### src/rtl/freq_cnt_mch.sv
// Multi-channel frequency/period counter with saturation flags and per-channel
// signal-presence detection. Single clock domain, asynchronous inputs synchronised.
module freq_cnt_mch #(
  parameter int unsigned CH   = 4,
  parameter int unsigned CW   = 32,
  parameter int unsigned GW   = 32,
  parameter int unsigned SYNC = 2,
  parameter int unsigned DEAD = 4
) (
  input  logic             clk_i,
  input  logic             rstn_i,
  input  logic [CH-1:0]    sig_i,
  input  logic             en_i,
  input  logic             mode_i,
  input  logic [GW-1:0]    gate_len_i,
  output logic [CH*CW-1:0] cnt_o,
  output logic [CH-1:0]    vld_o,
  output logic [CH-1:0]    ovf_o,
  output logic [CH-1:0]    alive_o,
  output logic             gate_o
);

  localparam int unsigned DW = ($clog2(DEAD + 1) < 3) ? 3 : $clog2(DEAD + 1);
  localparam logic [CW-1:0] CMAX  = '1;
  localparam logic [DW-1:0] DMAX  = DW'(DEAD);
  localparam logic [DW-1:0] DLAST = DW'(DEAD - 1);

  logic [SYNC-1:0][CH-1:0] sync_q;
  logic [CH-1:0]           hist_q;
  logic [CH-1:0]           rise_c;

  logic          en_q;
  logic          mode_q;
  logic [GW-1:0] len_q;
  logic [GW-1:0] gcnt_q;
  logic          en_rise_c;
  logic          mode_eff_c;
  logic [GW-1:0] len_in_c;
  logic [GW-1:0] len_eff_c;
  logic [GW-1:0] gnext_c;
  logic          term_c;

  // Synchroniser chain plus history flop; keeps running while disabled
  always_ff @(posedge clk_i or negedge rstn_i) begin
    if (!rstn_i) begin
      sync_q <= '0;
      hist_q <= '0;
    end else begin
      sync_q <= {sync_q[SYNC-2:0], sig_i};
      hist_q <= sync_q[SYNC-1];
    end
  end

  assign rise_c = sync_q[SYNC-1] & ~hist_q;

  // The enabling cycle already counts, so it uses the live inputs directly
  always_comb begin
    en_rise_c  = en_i & ~en_q;
    len_in_c   = (gate_len_i == '0) ? GW'(1) : gate_len_i;
    len_eff_c  = en_rise_c ? len_in_c : len_q;
    mode_eff_c = en_rise_c ? mode_i : mode_q;
    gnext_c    = gcnt_q + GW'(1);
    term_c     = en_i && (gnext_c >= len_eff_c);
  end

  always_ff @(posedge clk_i or negedge rstn_i) begin
    if (!rstn_i) begin
      en_q   <= 1'b0;
      mode_q <= 1'b0;
      len_q  <= GW'(1);
      gcnt_q <= '0;
      gate_o <= 1'b0;
    end else begin
      en_q   <= en_i;
      gate_o <= term_c;
      if (en_rise_c) begin
        mode_q <= mode_i;
        len_q  <= len_in_c;
      end
      if (term_c && !mode_eff_c) len_q <= len_in_c;
      if (!en_i)       gcnt_q <= '0;
      else if (term_c) gcnt_q <= '0;
      else             gcnt_q <= gnext_c;
    end
  end

  for (genvar n = 0; n < CH; n++) begin : ch_g
    logic [CW-1:0] acc_q, res_q;
    logic [DW-1:0] dead_q;
    logic          sat_q, armed_q, since_q, ever_q, vld_q, ovf_q, alive_q;
    logic          ev_c, acc_full_c, dead_up_c, dead_hit_c, ever_next_c;
    logic [CW-1:0] acc_inc_c, acc_sum_c;
    logic [DW-1:0] dead_next_c;

    always_comb begin
      ev_c        = rise_c[n];
      acc_full_c  = (acc_q == CMAX);
      acc_inc_c   = acc_full_c ? CMAX : acc_q + CW'(1);
      acc_sum_c   = ev_c ? acc_inc_c : acc_q;
      dead_up_c   = term_c && !ev_c && !since_q && (dead_q < DMAX);
      dead_hit_c  = dead_up_c && (dead_q == DLAST);
      dead_next_c = ev_c ? '0 : (dead_up_c ? dead_q + DW'(1) : dead_q);
      ever_next_c = ever_q | ev_c;
    end

    always_ff @(posedge clk_i or negedge rstn_i) begin
      if (!rstn_i) begin
        acc_q   <= '0;
        res_q   <= '0;
        dead_q  <= '0;
        sat_q   <= 1'b0;
        armed_q <= 1'b0;
        since_q <= 1'b0;
        ever_q  <= 1'b0;
        vld_q   <= 1'b0;
        ovf_q   <= 1'b0;
        alive_q <= 1'b0;
      end else begin
        vld_q <= 1'b0;
        if (!en_i) begin
          acc_q   <= '0;
          sat_q   <= 1'b0;
          armed_q <= 1'b0;
          since_q <= 1'b0;
          ever_q  <= 1'b0;
          dead_q  <= '0;
        end else begin
          dead_q  <= dead_next_c;
          ever_q  <= ever_next_c;
          since_q <= term_c ? 1'b0 : (since_q | ev_c);
          alive_q <= (dead_next_c < DMAX) && ever_next_c;
          if (!mode_eff_c) begin
            // Frequency: an edge on the terminal cycle closes into this window
            if (term_c) begin
              res_q <= acc_sum_c;
              ovf_q <= sat_q | (ev_c & acc_full_c);
              vld_q <= 1'b1;
              acc_q <= '0;
              sat_q <= 1'b0;
            end else begin
              acc_q <= acc_sum_c;
              sat_q <= sat_q | (ev_c & acc_full_c);
            end
          end else if (ev_c) begin
            if (armed_q) begin
              res_q <= acc_q;
              ovf_q <= sat_q;
              vld_q <= 1'b1;
            end
            acc_q   <= CW'(1);
            sat_q   <= 1'b0;
            armed_q <= 1'b1;
          end else begin
            acc_q <= acc_inc_c;
            sat_q <= sat_q | acc_full_c;
            if (dead_hit_c) begin
              res_q   <= '0;
              ovf_q   <= 1'b0;
              vld_q   <= 1'b1;
              armed_q <= 1'b0;
            end
          end
        end
      end
    end

    assign cnt_o[n*CW +: CW] = res_q;
    assign vld_o[n]          = vld_q;
    assign ovf_o[n]          = ovf_q;
    assign alive_o[n]        = alive_q;
  end

endmodule

### config.mk
export PLATFORM = sky130hd
export DESIGN_NAME = freq_cnt_mch
export DESIGN_NICKNAME = d
export VERILOG_FILES = /design/src/rtl/freq_cnt_mch.sv
export SDC_FILE = /design/constraint.sdc
export NUM_CORES = 1
export LEC_CHECK = 0
export BUFFER_PORTS_ARGS = -buffer_cell sky130_fd_sc_hd__buf_2
export CORE_ASPECT_RATIO = 1.25
export CORE_MARGIN = 2
export CORE_UTILIZATION = 25
export DETAILED_ROUTE_END_ITERATION = 16
export GPL_TIMING_DRIVEN = 1
export HOLD_SLACK_MARGIN = 0.15
export SLEW_MARGIN = 20
export SYNTH_ARGS = -nofsm -noshare
export SYNTH_HDL_FRONTEND = slang
export SYNTH_SLANG_ARGS = --single-unit
### constraint.sdc
create_clock -name clk_i -period 9.1 [get_ports clk_i]
set_input_delay 1.82 -clock clk_i [delete_from_list [all_inputs] [get_ports clk_i]]
set_output_delay 1.82 -clock clk_i [all_outputs]
set_load 0.02 [all_outputs]
==> qor.yml <==
clock_tree:
  root_buffer: "clkbuf_16"
  clkLatencyLatePin_ns: 0.60
  cts.htree.levels: 2
  ctsLongestPathBuffers: 3
  hold_buffers: 0
  clock_sinks: 375
  cts_buffers: 44
  clk_pin_slew_ns: 0.06
  cts_resized: 0
  post_cts_buffers: 0
  tritoncts: "done"
drt:
  first_pass_iters: 5
  viasPerCell: 5.26
  vias: 19127
  first_iter_violations: 1678
  wl_per_cell_um: 19.1
  routed_wl_um: 69300
  drtAntennaViolNets: 0
  drcViolationCount: 0
min_path:
  holdPathEnd: "sync_q[5]$_DFF_PN0_"
  hold_path.class: "flop to flop"
  whs_path_depth: 0
  worstHoldStart: "sync_q[1]$_DFF_PN0_"
worst_setup_path:
  critPathMaxFanout: 29
  r2r_cells: 17
  cp-end-kind: "flop"
  crit_family: "simple AND/OR/NAND/NOR gates"
  critical_path_cell_count: 17
  crit_slowest_cell: "nor2_4"
  crit_path_frequent_cell: "nand3_1"
  cpPeakStageDelay_ns: 0.72
  cp.arrival_ns: 6.34
  rrSetupSlack_ns: 3.27
  worst_setup_path_start_kind: "flop"
  critical_path_class: "flop to flop"
  cp_num_buf_inv: 2
  crit_chain: "ha_1 > nand3_1 > nor2_1 > nand3_1 > nor3_1 > nand3_1 > xnor2_1 > ha_1 > and4_1 > and3_1 > a32oi_1 > buf_4 > nand2_1 > nor2_4 > nand2_1 > buf_4 > o21ai_0"
  rr_endpoint: "ch_g[0].acc_q[2]$_DFF_PN0_"
  worstPathRequired_ns: 9.61
  reg2reg_from: "gcnt_q[0]$_DFF_PN0_"
finish:
  area_growth_pct: 16.5
  fin_area_sq_mm: 0.0246
  drive_gt1_frac: 0.131
  final_common_cell: "dfrtp_1"
  fill_cells: 8914
  n_antenna_cell: 0
  nNetsFinal: 2596
  layout_common_cells: "dfrtp_1 (374), nand2_1 (320), a21oi_1 (271), nor2_1 (194), o21ai_0 (194)"
pwr:
  p_per_area_mw_per_mm2: 165
  ir_drop_uv: 112
  total_power_uw: 4060
  p_leak_uw: 0.0108
sta:
  period_share: 0.641
  fin_tns_setup_ns: 0
  max_freq_mhz: 171
  worstMarginPinSlew_ns: 1.06
  fin_hold_ws_ns: 0.349
  hold_viol: 0
  fin_ws_ns: 3.27
  finalMaxSlewViolations: 0
  relSlewSlack: 0.296
  rsz0062_at_grt: "no"
  fin_skew_ns: 0.0205
  finalCriticalPeriod_ns: 5.83
  setup_viol_count_final: 0
global_route:
  grt-ovfl-total: 0
  grt_pass1_wl_um: 108000
  antenna_found_initial: 6
  grt_pass1_vias: 18250
  grt_start_max_net_pins: 159
  track_usage: 0.156
yosys:
  ys_types: 80
  synthArstFlopShare: 1.00
  synth_edf_count: 0
  netlist_instances: 2435
  ys_seq_area_frac: 0.445
  avgSynthCellArea_sq_um: 8.66
  yosys_warnings: 0
  ys.flop_type: "dfrtp_1"
  ys_ff_latch: 375
  syn_area_sq_mm: 0.0211
  syn_nets: 2520
floorplanning:
  core_area_sq_mm: 0.0840
  num_rows: 119
  die_w_um: 264
  dieArea_sq_mm: 0.0867
  start_util: 0.251
  io_pins: 181
  die_height_um: 329
run:
  timing.max_cap.violations: 0
place:
  port_buffers: 180
  dp_hpwl_um: 47300
  pre_cts_ws_ns: 2.75
  placed_cell_area_sq_mm: 0.0230
  routabilityCongestion: 0.877
run_status:
  status: "finished clean"
## cells in the mapped netlist, drive strengths merged (5+ instances only)
master	instances	area, sq um
dfrtp	374	9360
nand2	320	1200
a21oi	274	1380
o21ai	204	1020
nor2	198	743
clkbuf	151	571
nand3	84	425
and3	74	468
mux2i	61	614
nor3	59	300
ha	45	563
nand4	42	263
xnor2	38	333
a31oi	35	219
buf	32	183
o41ai	31	272
a22oi	30	225
xor2	30	263
and4	29	254
a311oi	27	236
inv	27	101
nor4	26	175
a21o	17	128
or3	17	111
a211oi	16	120
nor2b	16	100
and2	15	93.8
o31ai	15	113
nand2b	12	75.1
a311o	11	110
o22ai	11	68.8
a221oi	9	78.8
o21a	7	52.6
or2	7	43.8
a41oi	6	52.6
o31a	6	52.6
a32o	5	50.1
a32oi	5	43.8
mux2	5	56.3
o211ai	5	37.5
or4	5	41.3
## per-layer routing
layer,track usage,vias to the layer above,wire [um]
met5,0,-,0
met4,0.0571,0,2330
met3,0.0326,122,4240
met2,0.262,564,33100
met1,0.199,9349,29600
li1,-,9092,-
## worst max-delay path by stage
stage	from	to
floorplan	en_i	ch_g[1].acc_q[10]$_DFF_PN0_
global placement	en_i	ch_g[3].acc_q[23]$_DFF_PN0_
global route	gcnt_q[0]$_DFF_PN0_	ch_g[0].acc_q[6]$_DFF_PN0_
CTS	gcnt_q[0]$_DFF_PN0_	ch_g[0].acc_q[20]$_DFF_PN0_
finish	gcnt_q[0]$_DFF_PN0_	ch_g[0].acc_q[2]$_DFF_PN0_
detailed placement	en_i	ch_g[3].acc_q[7]$_DFF_PN0_
## kinds of logic (layout without fill, tap and decap cells)
| logic type | count (synthesis) | in the layout | synth area share |
|---|---|---|---|
| and+or+nand+nor | 915 | 915 | 0.208 |
| AOI/OAI and AO/OA | 755 | 755 | 0.219 |
| adders and majority gates | 46 | 46 | 0.0272 |
| buffers and inverters | 210 | 319 | 0.0405 |
| xor gates and xnor gates | 68 | 68 | 0.0282 |
| DFF | 375 | 375 | 0.445 |
| muxes | 66 | 66 | 0.0318 |
## metrics by stage
| stage | std cells | utilization |
|---|---|---|
| 6_report | 3633 | 0.293 |
| 5_1_grt | 3633 | 0.293 |
| 4_1_cts | 3633 | 0.293 |
| 3_5_place_dp | 3554 | 0.274 |
| 3_3_place_gp | 3554 | 0.274 |
| 2_1_floorplan | 2435 | - |
## worst reg2reg max path, delay by kind of cell (launching register included)
| kind | cells | cell delay [ns] |
|---|---|---|
| AND/OR/NAND/NOR | 10 | 3.61 |
| flip-flops | 1 | 0.43 |
| XOR/XNOR | 1 | 0.30 |
| buffers and inverters | 2 | 0.58 |
| AO/OA/AOI/OAI | 2 | 0.35 |
| adder cells (fa/ha/maj) | 2 | 0.49 |
## cell type report
cell class	instances	area, sq um	share of cell area
Timing Repair Buffer	213	1190	0.0482
Sequential cell	375	9390	0.382
Inverter	27	101	0.00412
Clock inverter	22	304	0.0124
Multi-Input combinational cell	1850	11000	0.448
Tap cell	1089	1360	0.0554
Clock buffer	57	1230	0.0501
## sequential cells by signal, indices dropped and copies added, names as in the netlist
name          cells
ch_g.vld_q        4
ch_g.armed_q      4
ch_g.ever_q       4
ch_g.ovf_q        4
hist_q            4
ch_g.since_q      4
ch_g.alive_q      4
gcnt_q           32
gate_o            1
ch_g.acc_q      128
ch_g.sat_q        4
en_q              1
len_q            32
sync_q            8
ch_g.res_q      128
ch_g.dead_q      12
mode_q            1
## report_power, final
| group | switching (uW) | internal (uW) | leakage, uW |
|---|---|---|---|
| sequential | 31.9 | 1710 | 0.00510 |
| combinational | 292 | 108 | 0.00494 |
| clock | 765 | 1150 | 0.000753 |
| total | 1090 | 2970 | 0.0108 |
Power figures use the tool's default switching activity.
